<file path="config.mk">
export PLATFORM = sky130hd
export DESIGN_NAME = sdram_arbiter
export DESIGN_NICKNAME = d
export VERILOG_FILES = /design/src/rtl/sdram_arb_pkg.sv /design/src/rtl/sdram_arb_pick.sv /design/src/rtl/sdram_arbiter.sv
export SDC_FILE = /design/constraint.sdc
export NUM_CORES = 1
export LEC_CHECK = 0
export ABC_CLOCK_PERIOD_IN_PS = 5600
export BUFFER_PORTS_ARGS = -buffer_cell sky130_fd_sc_hd__buf_4
export CELL_PAD_IN_SITES_DETAIL_PLACEMENT = 2
export CELL_PAD_IN_SITES_GLOBAL_PLACEMENT = 2
export CORE_MARGIN = 5
export CORE_UTILIZATION = 21
export DETAILED_ROUTE_END_ITERATION = 7
export PLACE_DENSITY = 0.88
export SLEW_MARGIN = 20
export SYNTH_ARGS = -nofsm -noshare
export SYNTH_HDL_FRONTEND = slang
export SYNTH_SLANG_ARGS = --single-unit
</file>
<file path="constraint.sdc">
create_clock -name clk -period 5.6 [get_ports clk]
set_input_delay 0.56 -clock clk [delete_from_list [all_inputs] [get_ports clk]]
set_output_delay 0.56 -clock clk [all_outputs]
set_load 0.01 [all_outputs]
</file>
<file path="src/rtl/sdram_arb_pkg.sv">
// Shared definitions for the SDRAM port arbiter: FSM encoding and port-count limits.
package sdram_arb_pkg;

    localparam int NPORTS_MIN = 2;
    localparam int NPORTS_MAX = 4;
    localparam int GRANT_W    = 2;

    typedef enum logic [1:0] {
        ST_SYNC = 2'd0,
        ST_IDLE = 2'd1,
        ST_BUSY = 2'd2,
        ST_DONE = 2'd3
    } state_e;

endpackage

</file>
<file path="src/rtl/sdram_arb_pick.sv">
// Combinational winner selector for the SDRAM arbiter.
// SDRAM_ARB_FIXED_PRIO_EN selects fixed lowest-index priority instead of round-robin.
module sdram_arb_pick
    import sdram_arb_pkg::*;
#(
    parameter int NPORTS = 3
)(
    input  logic [NPORTS-1:0]  req_i,
    input  logic [GRANT_W-1:0] last_i,
    output logic [GRANT_W-1:0] win_o,
    output logic               any_o
);

    assign any_o = |req_i;

`ifdef SDRAM_ARB_FIXED_PRIO_EN
    logic unused_last;
    assign unused_last = ^last_i;

    always_comb begin
        win_o = '0;
        for (int i = NPORTS - 1; i >= 0; i--)
            if (req_i[i]) win_o = GRANT_W'(i);
    end
`else
    // Winner is the requester at the smallest rotational distance past the last grant.
    always_comb begin
        int d;
        int best;
        d     = 0;
        best  = NPORTS;
        win_o = '0;
        for (int i = 0; i < NPORTS; i++) begin
            d = i - int'(last_i) - 1;
            if (d < 0) d = d + NPORTS;
            if (req_i[i] && d < best) begin
                best  = d;
                win_o = GRANT_W'(i);
            end
        end
    end
`endif

endmodule

</file>
<file path="src/rtl/sdram_arbiter.sv">
// Multi-port arbiter in front of a single SDRAM controller, one transaction at a time.
// Build option: SDRAM_ARB_FIXED_PRIO_EN (fixed priority instead of round-robin).
module sdram_arbiter
    import sdram_arb_pkg::*;
#(
    parameter int NPORTS = 3,
    parameter int ADDR_W = 25
)(
    input  logic                     clk,
    input  logic                     resetn,
    input  logic [NPORTS-1:0]        p_valid,
    input  logic [NPORTS*ADDR_W-1:0] p_addr,
    input  logic [NPORTS*32-1:0]     p_din,
    input  logic [NPORTS*4-1:0]      p_wmask,
    output logic [NPORTS-1:0]        p_ready,
    output logic [31:0]              p_dout,
    output logic                     mem_valid,
    output logic [ADDR_W-1:0]        mem_addr,
    output logic [31:0]              mem_din,
    output logic [3:0]               mem_wmask,
    input  logic [31:0]              mem_dout,
    input  logic                     mem_ready,
    output logic [1:0]               grant_id,
    output logic                     busy
);

    state_e state_q, state_d;

    logic               mem_valid_q, mem_valid_d;
    logic [ADDR_W-1:0]  addr_q, addr_d;
    logic [31:0]        din_q, din_d;
    logic [3:0]         wmask_q, wmask_d;
    logic [GRANT_W-1:0] grant_q, grant_d;
    logic [NPORTS-1:0]  p_ready_q, p_ready_d;
    logic [31:0]        p_dout_q, p_dout_d;
    logic               busy_q, busy_d;

    logic [GRANT_W-1:0] win;
    logic               any_req;

    sdram_arb_pick #(.NPORTS(NPORTS)) u_pick (
        .req_i  (p_valid),
        .last_i (grant_q),
        .win_o  (win),
        .any_o  (any_req)
    );

    always_ff @(posedge clk) begin
        if (!resetn) state_q <= ST_SYNC;
        else         state_q <= state_d;
    end

    // SYNC soaks up the controller's ready level so a stale ready is never taken as a completion.
    always_comb begin
        state_d = state_q;
        case (state_q)
            ST_SYNC: if (!mem_ready) state_d = ST_IDLE;
            ST_IDLE: if (any_req)    state_d = ST_BUSY;
            ST_BUSY: if (mem_ready)  state_d = ST_DONE;
            ST_DONE:                 state_d = ST_SYNC;
            default:                 state_d = ST_SYNC;
        endcase
    end

    always_comb begin
        mem_valid_d = mem_valid_q;
        addr_d      = addr_q;
        din_d       = din_q;
        wmask_d     = wmask_q;
        grant_d     = grant_q;
        p_ready_d   = '0;
        p_dout_d    = p_dout_q;
        case (state_q)
            ST_IDLE: begin
                if (any_req) begin
                    grant_d     = win;
                    addr_d      = p_addr[int'(win)*ADDR_W +: ADDR_W];
                    din_d       = p_din[int'(win)*32 +: 32];
                    wmask_d     = p_wmask[int'(win)*4 +: 4];
                    mem_valid_d = 1'b1;
                end
            end
            ST_BUSY: begin
                if (mem_ready) begin
                    mem_valid_d = 1'b0;
                    p_ready_d   = NPORTS'(1) << grant_q;
                    p_dout_d    = mem_dout;
                end
            end
            default: mem_valid_d = 1'b0;
        endcase
        busy_d = (state_d != ST_IDLE);
    end

    always_ff @(posedge clk) begin
        if (!resetn) begin
            mem_valid_q <= 1'b0;
            addr_q      <= '0;
            din_q       <= '0;
            wmask_q     <= '0;
            grant_q     <= GRANT_W'(NPORTS - 1);
            p_ready_q   <= '0;
            p_dout_q    <= '0;
            busy_q      <= 1'b1;
        end else begin
            mem_valid_q <= mem_valid_d;
            addr_q      <= addr_d;
            din_q       <= din_d;
            wmask_q     <= wmask_d;
            grant_q     <= grant_d;
            p_ready_q   <= p_ready_d;
            p_dout_q    <= p_dout_d;
            busy_q      <= busy_d;
        end
    end

    assign mem_valid = mem_valid_q;
    assign mem_addr  = addr_q;
    assign mem_din   = din_q;
    assign mem_wmask = wmask_q;
    assign grant_id  = grant_q;
    assign p_ready   = p_ready_q;
    assign p_dout    = p_dout_q;
    assign busy      = busy_q;

endmodule

</file>
After elaboration in Yosys (flattened, before gate mapping)
Index checks and enable logic that the tools add are counted.
W data, S select, Z words.
{"block": "word_totals", "reg_bits": 102, "wordCells": 58}
{"block": "op_classes", "n_addsub": 9, "multipliers": 1, "magnitude_cmp": 6, "n_eq_ne": 6, "n_shift": 4, "mux": 14, "reduce_logical": 9}
{"op": "$mux W32", "count": 5}
{"op": "$add A32 B3 Y32 const B", "count": 3}
{"op": "$lt A32 B1 Y1 const B", "count": 3}
{"op": "$shiftx A96 B8 Y32", "count": 1}
{"op": "$sub A32 B2 Y32 const B", "count": 3}
{"op": "$shiftx A75 B8 Y25", "count": 1}
{"op": "$lt A32 B32 Y1", "count": 2}
{"op": "$lt A32 B3 Y1 const B", "count": 1}
{"op": "$shiftx A12 B5 Y4", "count": 1}
{"op": "$mux W2", "count": 4}
{"op": "$pmux W2 S4", "count": 1}
{"op": "$mul A2 B5 Y7 const B", "count": 1}
{"op": "$reduce_and A2 Y1", "count": 3}
{"op": "$sub A1 B2 Y3 const A", "count": 2}
{"op": "$eq A2 B2 Y1 const B", "count": 2}
{"op": "$ne A2 B2 Y1 const B", "count": 2}
{"op": "$logic_and A1 B1 Y1", "count": 3}
{"op": "$mux W1", "count": 3}
{"op": "$reduce_and A3 Y1", "count": 1}
{"op": "$reduce_or A3 Y1", "count": 1}
{"op": "$shl A1 B2 Y3 const A", "count": 1}
{"op": "$sub A2 B2 Y3 const A", "count": 1}
{"op": "$eq A2 B1 Y1 const B", "count": 1}
{"op": "$logic_not A2 Y1", "count": 1}
{"op": "2 further kinds", "count": 2}

Depth between registers and ports, before layout
Gate-level depths: netlist of the first run.
{"block": "logic_depth", "ltp_word": 15, "mapped_depth": 29, "depth_no_buf": 24}

Cells and area by module
From an unflattened synthesis of the first run, not the netlist that was laid out.
{"block": "unflattened", "cells_unflattened": 699, "area_unflattened_um2": 6231.0}
{"module": "sdram_arbiter", "instances": 1, "cells_per_inst": 520, "area_per_inst_um2": 4758.3, "seq_area_each_um2": 2042.0}
{"module": "sdram_arb_pick", "instances": 1, "cells_per_inst": 179, "area_per_inst_um2": 1472.7, "seq_area_each_um2": 0.0}

Least setup slack after synthesis of the first run
Ideal clock, no wire load.
{"block": "synth_path", "path_kind": "reg2reg", "start": "reg grant_q[0] (netlist: grant_id[0])", "end": "reg din_q[21] (netlist: mem_din[21])", "setup_ps": 69, "t_arrival_ps": 5727, "path_slack_ps": -196, "stages_incl_launch_ff": 28, "path_cell_list": "dfxtp_1 buf_2 inv_1 ha_1 ha_1 ha_1 or3_4 nor3_2 a21oi_2 nor2_1 xnor2_1 and2_1 buf_2 clkbuf_1 nor2_1 a21oi_1 ha_1 a2111oi_0 o21ai_0 o211ai_1 o211a_1 nand2_1 o21ai_1 mux2_4 buf_6 buf_6 and3_1 o21ai_1"}
{"block": "synth_between", "elab_chain_cells": 14, "word_cells_on_any_way": 26, "cone_classes": "add/sub (9); order compare (6); shift (1); mux (7); reduce/logical (3)"}
{"element": "from (decl)", "line_no": "sdram_arbiter.sv:33", "rtl": "logic [GRANT_W-1:0] grant_q, grant_d;"}
{"element": "from (signal assigned)", "line_no": "sdram_arbiter.sv:101", "rtl": "grant_q <= GRANT_W'(NPORTS - 1);"}
{"element": "from (signal assigned)", "line_no": "sdram_arbiter.sv:110", "rtl": "grant_q <= grant_d;"}
{"element": "$sub A1 B2 Y3", "line_no": "sdram_arb_pick.sv:34", "rtl": "d = i - int'(last_i) - 1;"}
{"element": "$sub A32 B2 Y32", "line_no": "sdram_arb_pick.sv:34"}
{"element": "$add A32 B3 Y32 or $lt A32 B1 Y1 (tied branches)", "line_no": "sdram_arb_pick.sv:35", "rtl": "if (d < 0) d = d + NPORTS;"}
{"element": "$mux W32", "line_no": "sdram_arb_pick.sv:35"}
{"element": "$lt A32 B3 Y1", "line_no": "sdram_arb_pick.sv:36", "rtl": "if (req_i[i] && d < best) begin"}
{"element": "$logic_and A1 B1 Y1", "line_no": "sdram_arb_pick.sv:36"}
{"element": "$mux W32", "line_no": "sdram_arb_pick.sv:36"}
{"element": "$lt A32 B32 Y1", "line_no": "sdram_arb_pick.sv:36"}
{"element": "$logic_and A1 B1 Y1", "line_no": "sdram_arb_pick.sv:36"}
{"element": "$mux W32", "line_no": "sdram_arb_pick.sv:36"}
{"element": "$lt A32 B32 Y1", "line_no": "sdram_arb_pick.sv:36"}
{"element": "$logic_and A1 B1 Y1", "line_no": "sdram_arb_pick.sv:36"}
{"element": "$mux W2 (*)", "line_no": "sdram_arb_pick.sv:36"}
{"element": "$shiftx A96 B8 Y32 (*)", "line_no": "sdram_arbiter.sv:78", "rtl": "din_d = p_din[int'(win)*32 +: 32];"}
{"element": "to (signal assigned)", "line_no": "sdram_arbiter.sv:108", "rtl": "din_q <= din_d;"}
{"element": "to (decl)", "line_no": "sdram_arbiter.sv:31", "rtl": "logic [31:0] din_q, din_d;"}
Every way passes the cells marked *; elsewhere a longest branch is shown, timed or not.
A chain may end at the register's enable or synchronous reset.

Worst setup path in the final report of the first run
{"block": "layout_path", "start": "reg grant_q[0] (netlist: grant_id[0])", "end": "reg din_q[27] (netlist: mem_din[27])"}
Same word-level chain as after synthesis.

==> results of run 1 <==
## cells in the mapped netlist, drive strengths merged, types with 4 or more instances
| library cell | count |
|---|---|
| and3 | 61 |
| clkbuf | 41 |
| o21ai | 136 |
| dfxtp | 102 |
| a21oi | 17 |
| nand3 | 6 |
| inv | 16 |
| nor2b | 6 |
| nor3 | 6 |
| nand2 | 264 |
| nand4 | 4 |
| nand2b | 14 |
| a21boi | 37 |
| buf | 13 |
| ha | 62 |
| and2 | 7 |
| nor2 | 5 |
## power groups by stage
stage	clock network (mW)	logic [mW]	registers, mW
after floorplan	0	1.51	0.965
after global placement	0	2.23	0.919
after detailed placement	0	2.33	0.925
after CTS	0.738	2.35	0.909
after global routing	0.765	2.63	0.921
final	0.703	2.34	0.906
## state kept, by name, indices dropped and copies added, names as in the netlist
name,flops
mem_din,32
p_dout,32
mem_addr,25
mem_wmask,4
p_ready,3
grant_id,2
state_q,2
busy,1
mem_valid,1
## how the worst min path moves through the flow
stage	endpoint	slack [ns]
6_report	mem_din[9]	0.45
5_1_grt	p_dout[30]	0.45
4_1_cts	p_dout[24]	0.44
3_5_place_dp	mem_din[9]	0.44
3_3_place_gp	mem_addr[22]	0.44
2_1_floorplan	mem_din[21]	0.47
## cell type report
| class | count | area (um2) | share of cell area |
|---|---|---|---|
| multi-input cells | 657 | 3820 | 0.414 |
| repair buffers | 334 | 2520 | 0.273 |
| flip-flops and latches | 102 | 2040 | 0.221 |
| well taps | 384 | 480 | 0.0520 |
| clock buffers | 9 | 225 | 0.0244 |
| clock inverters | 7 | 87.6 | 0.00948 |
| inverters | 16 | 60.1 | 0.00650 |
## layer usage
layer	routed length, um	share of wire	vias to the layer above	track usage
met2	14600	0.51	231	0.314
met4	516	0.018	0	0.0357
met1	11500	0.40	3379	0.189
met5	0	0	-	0
met3	2060	0.072	25	0.0533
li1	-	-	3376	-
## worst min-delay path, cell delays in order, from the launching register on
cell and delay [ns]:
dfxtp_1 0.31, nand2_1 0.05, o21ai_1 0.05
## kinds of logic after synthesis
group | synth area share
adder cells (fa/ha/maj) | 0.136
buffers and inverters | 0.0523
flip-flops | 0.332
AND/OR/NAND/NOR | 0.280
AO/OA/AOI/OAI | 0.194
XOR/XNOR | 0.00285
multiplexers | 0.00244
## what timing repair did
item / CTS / global route
buffers inserted: 2 / 0
setup endpoints to repair: 38 / 63
gates resized for setup: 2 / 11
hold buffers: 0 / 0
hold endpoints to repair: 0 / 0
==> run_results.csv, run 1 <==
group,metric,value,unit
placed_design,dpl.hpwl,22.2,mm
cts,htreeDepth,3,
drt,drt_iter0_markers,188,
worst_setup_path,slowest_delay,0.40,ns
final_layout,fillers,3351,
final_layout,post-route-util,0.321,
placed_design,placed_cell_area,8870,um2
power,p_sw,1.79,mW
sta,setup_tns,0,ns
sta,drv_slew,0,
worst_setup_path,endpoint_kind,"register",
worst_setup_path,crit_top_cell,"ha_1",
power,total_power,3.95,mW
global_route,grt_pass1_wl,44.5,mm
worst_setup_path,cp_slowest_cell,"or3_4",
sta,finalCriticalPeriod,5.33,ns
worst_setup_path,cp-start-kind,"register",
sta,rsz0062_at_grt,"yes",
floorplanning,core_area,28800,um2
power,power_frac_clock,0.178,
final_layout,syn_to_final_growth,50.4,%
worst_setup_path,critPathKind,"reg -> reg",
worst_setup_path,cp_max_fo,36,
sta,slew_headroom,0.427,
min_path,hp-start,"mem_din[9]",
drt,vias_per_cell,4.65,
floorplanning,die_y,181,um
job,drv_cap,0,
worst_setup_path,crit_buf_inv,4,
sta,setup_viol,0,
final_layout,final_cell_mix,"buf_4 (331), nand2_1 (262), o21ai_1 (125), dfxtp_1 (102), ha_1 (62)",
global_route,antenna_found_initial,0,
final_layout,diodes,0,
synthesis,async_flop_share,0,
placed_design,place_ws,-0.0861,ns
sta,worst_pin_slew,0.860,ns
final_layout,final_common_cell,"buf_4",
drt,wirelength,28.7,mm
worst_setup_path,crit_path_end,"mem_din[27]",
synthesis,synth_nets,1115,
sta,final-hold-violation-count,0,
worst_setup_path,crit_cells,25,
cts,root_buffer,"clkbuf_16",
min_path,holdPathStages,2,
placed_design,portBuffers,320,
placed_design,place_congestion,0.844,
floorplanning,dieArea,32800,um2
drt,post_drt_wl_per_cell,19.0,um
synthesis,avgSynthCellArea,7.41,um2
drt,first_pass_iters,6,
sta,fin_crit_sh,0.952,
final_layout,drive_above_1_share,0.325,
drt,ant_nets,0,
final_layout,nets,1406,
sta,max_freq,0.188,GHz
min_path,min_path_type,"reg -> reg",
cts,clock_latency,0.36,ns
synthesis,synth_area_leader_cell,"dfxtp_1",
floorplanning,start_util,0.213,
worst_setup_path,cp_data_arrival_time,5.62,ns
power,vdd_drop_max,0.211,mV
cts,clk_pin_slew,0.09,ns
power,combPwrFrac,0.593,
global_route,grt_pass1_vias,7910,
synthesis,ys_ff_latch,102,
synthesis,yosysTopAreaCellShare,0.332,
cts,cts_buffers,9,
drt,vias,7011,
power,power_density,427,nW/um2
worst_setup_path,crit_family,"simple AND/OR/NAND/NOR gates",
sta,skew,0.0138,ns
placed_design,dp.cells,1491,
cts,cts_buffer_depth,2,
synthesis,synth_top_flop_cell,"dfxtp_1",
synthesis,synth-edff-count,0,
power,switching_share,0.454,
power,power_leakage,4.32,nW
power,p_int,2.16,mW
worst_setup_path,worstRegToRegCells,25,
worst_setup_path,worstReg2RegStart,"grant_id[0]",
global_route,grt.total_usage,0.169,
worst_setup_path,crit_required,5.88,ns
worst_setup_path,ff2ff_setup_slack,0.27,ns
synthesis,syn-cell-area,6140,um2
final_layout,instances_no_fill,1509,
floorplanning,die_w,181,um
synthesis,synthesis.instances,829,
sta,whs,0.451,ns
worst_setup_path,startpoint,"grant_id[0]",
global_route,grt.overflow.total,0,
synthesis,synth_top_cells_by_area,"dfxtp_1 (33%), nand2_1 (16%), ha_1 (13%), o21ai_1 (10%), and3_1 (6.2%)",
worst_setup_path,r2r_end,"mem_din[27]",
synthesis,ys_warn_count,0,
floorplanning,ios,321,
power,p_seq_frac,0.229,
synthesis,yosysUniqueCellTypes,44,
synthesis,yosysSeqAreaShare,0.332,
run_status,outcome,"completed",
global_route,grt_max_degree,63,
cts,cts_tree,"yes",
cts,cts_sinks,102,
drt,drc_errors,0,
floorplanning,fp-row-count,62,
final_layout,final_area,9240,um2
sta,setup_slack,0.267,ns
No activity file was read; power rests on OpenSTA's default activity.
==> run 2: changes to the inputs <==
--- a/config.mk
+++ b/config.mk
@@ -7,12 +7,14 @@
 export LEC_CHECK = 0
 export ABC_CLOCK_PERIOD_IN_PS = 5600
 export BUFFER_PORTS_ARGS = -buffer_cell sky130_fd_sc_hd__buf_4
+export CAP_MARGIN = 20
 export CELL_PAD_IN_SITES_DETAIL_PLACEMENT = 2
 export CELL_PAD_IN_SITES_GLOBAL_PLACEMENT = 2
 export CORE_MARGIN = 5
 export CORE_UTILIZATION = 21
 export DETAILED_ROUTE_END_ITERATION = 7
 export PLACE_DENSITY = 0.88
+export RECOVER_POWER = 25
 export SLEW_MARGIN = 20
 export SYNTH_ARGS = -nofsm -noshare
 export SYNTH_HDL_FRONTEND = slang
==> run 2 against run 1 <==
Combinational power about the same. Setup slack improved by 0.0091 ns. Design area shrank 1.7%. Maximum frequency is 0.17% higher. Non-clock buffer count did not move. Die area did not move.
==> run_results.csv, run 2 (synthesis results as in run 1) <==
group,metric,value,unit
run_status,outcome,"completed",
global_route,antenna_found_initial,0,
cts,cts_sinks,102,
sta,setup_tns,0,ns
worst_setup_path,cp_max_fo,36,
floorplanning,ios,321,
sta,worst_pin_slew,0.863,ns
final_layout,final_common_cell,"buf_4",
min_path,holdPathEnd,"mem_addr[10]",
placed_design,dpl.hpwl,22.2,mm
worst_setup_path,ff2ff_setup_slack,0.28,ns
worst_setup_path,slowest_delay,0.40,ns
drt,wirelength,28.8,mm
final_layout,syn_to_final_growth,47.8,%
global_route,grt_pass1_wl,44.5,mm
sta,setup_viol,0,
sta,setup_slack,0.276,ns
sta,rsz0062_at_grt,"yes",
worst_setup_path,cp_slowest_cell,"or3_4",
final_layout,post-route-util,0.315,
sta,fin_crit_sh,0.951,
min_path,holdPathStages,2,
power,power_density,431,nW/um2
drt,drt_iter0_markers,182,
worst_setup_path,crit_family,"simple AND/OR/NAND/NOR gates",
worst_setup_path,crit_required,5.88,ns
cts,cts_tree,"yes",
sta,slew_headroom,0.424,
floorplanning,die_w,181,um
drt,vias_per_cell,4.65,
sta,final-hold-violation-count,0,
cts,root_buffer,"clkbuf_16",
final_layout,instances_no_fill,1509,
power,vdd_drop_max,0.214,mV
power,power_leakage,4.13,nW
global_route,grt_pass1_vias,7910,
sta,max_freq,0.188,GHz
sta,finalCriticalPeriod,5.32,ns
sta,skew,0.0139,ns
worst_setup_path,endpoint_kind,"register",
floorplanning,core_area,28800,um2
sta,drv_slew,0,
drt,post_drt_wl_per_cell,19.1,um
sta,whs,0.449,ns
drt,first_pass_iters,4,
global_route,grt.overflow.total,0,
final_layout,drive_above_1_share,0.287,
min_path,min_path_type,"reg -> reg",
worst_setup_path,cp_data_arrival_time,5.60,ns
cts,clock_latency,0.35,ns
worst_setup_path,cp-start-kind,"register",
final_layout,final_cell_mix,"buf_4 (288), nand2_1 (262), o21ai_1 (125), dfxtp_1 (102), ha_1 (62)",
cts,cts_buffers,9,
drt,vias,7010,
worst_setup_path,worstReg2RegStart,"grant_id[0]",
floorplanning,start_util,0.213,
drt,ant_nets,0,
global_route,grt_max_degree,63,
drt,drc_errors,0,
worst_setup_path,crit_top_cell,"ha_1",
job,drv_cap,0,
floorplanning,dieArea,32800,um2
cts,htreeDepth,3,
placed_design,place_congestion,0.844,
worst_setup_path,critPathKind,"reg -> reg",
cts,hold_buffers,0,
min_path,hp-start,"mem_addr[10]",
worst_setup_path,worstRegToRegCells,25,
cts,cts_buffer_depth,2,
cts,clk_pin_slew,0.09,ns
worst_setup_path,r2r_end,"mem_addr[3]",
placed_design,portBuffers,320,
placed_design,place_ws,-0.0861,ns
final_layout,nets,1406,
placed_design,dp.cells,1491,
worst_setup_path,crit_buf_inv,4,
floorplanning,die_y,181,um
global_route,grt.total_usage,0.169,
final_layout,diodes,0,
floorplanning,fp-row-count,62,
-- run 2: cell count changes in the layout (fill, tap and decap cells not counted) --
cell	delta
clkbuf_1	+43
and2_1	-2
and2_0	+2
buf_4	-43
-- run 2: layout make-up --
class | count | area [um2]
clock buffers | 9 | 225
clock inverters | 7 | 87.6
fillers | 3387 | 19700
inverters | 16 | 60.1
multi-input cells | 657 | 3820
flip-flops and latches | 102 | 2040
well taps | 384 | 480
repair buffers | 334 | 2360
-- run 2: worst max path at each step --
stage / startpoint / to / slack, ns / depth (start not counted)
CTS: grant_id[0] / mem_din[8] / 0.04 / 25
global route: grant_id[0] / mem_addr[22] / -0.01 / 25
detailed placement: grant_id[0] / mem_addr[23] / -0.09 / 24
floorplan: grant_id[0] / mem_din[21] / 0.07 / 27
global placement: grant_id[0] / mem_addr[23] / 0.36 / 24
finish: grant_id[0] / mem_addr[3] / 0.28 / 25
-- run 2: worst min-delay path: cells and delay by family, from the launching register on --
family	cells	cell delay (ns)
simple gates	1	0.05
flops	1	0.31
compound gates	1	0.05
-- run 2: per-layer routing --
metal | vias to the layer above | wire length [um] | global-route usage
met1 | 3383 | 11700 | 0.189
li1 | 3377 | - | -
met3 | 23 | 1990 | 0.0533
met2 | 227 | 14600 | 0.314
met4 | 0 | 489 | 0.0357
met5 | - | 0 | 0
-- run 2: through the flow --
| stage | power, mW | instance area (um2) |
|---|---|---|
| after floorplan | 2.48 | 6150 |
| after global placement | 3.15 | 8860 |
| after detailed placement | 3.25 | 8870 |
| after CTS | 4.00 | 9210 |
| after global routing | 4.28 | 9080 |
| final | 3.91 | 9080 |
-- run 2: power by group --
part	leakage, nW	total (mW)	internal, mW	switching (mW)
logic	3.15	2.31	0.916	1.39
clock network	0.154	0.700	0.360	0.340
registers	0.829	0.905	0.840	0.0651
-- run 2: what timing repair did --
item	4_1_cts	5_1_grt
setup endpoints to repair	38	63
pin swaps	0	0
gates resized for setup	2	11
setup buffers	2	0
gates cloned	0	0
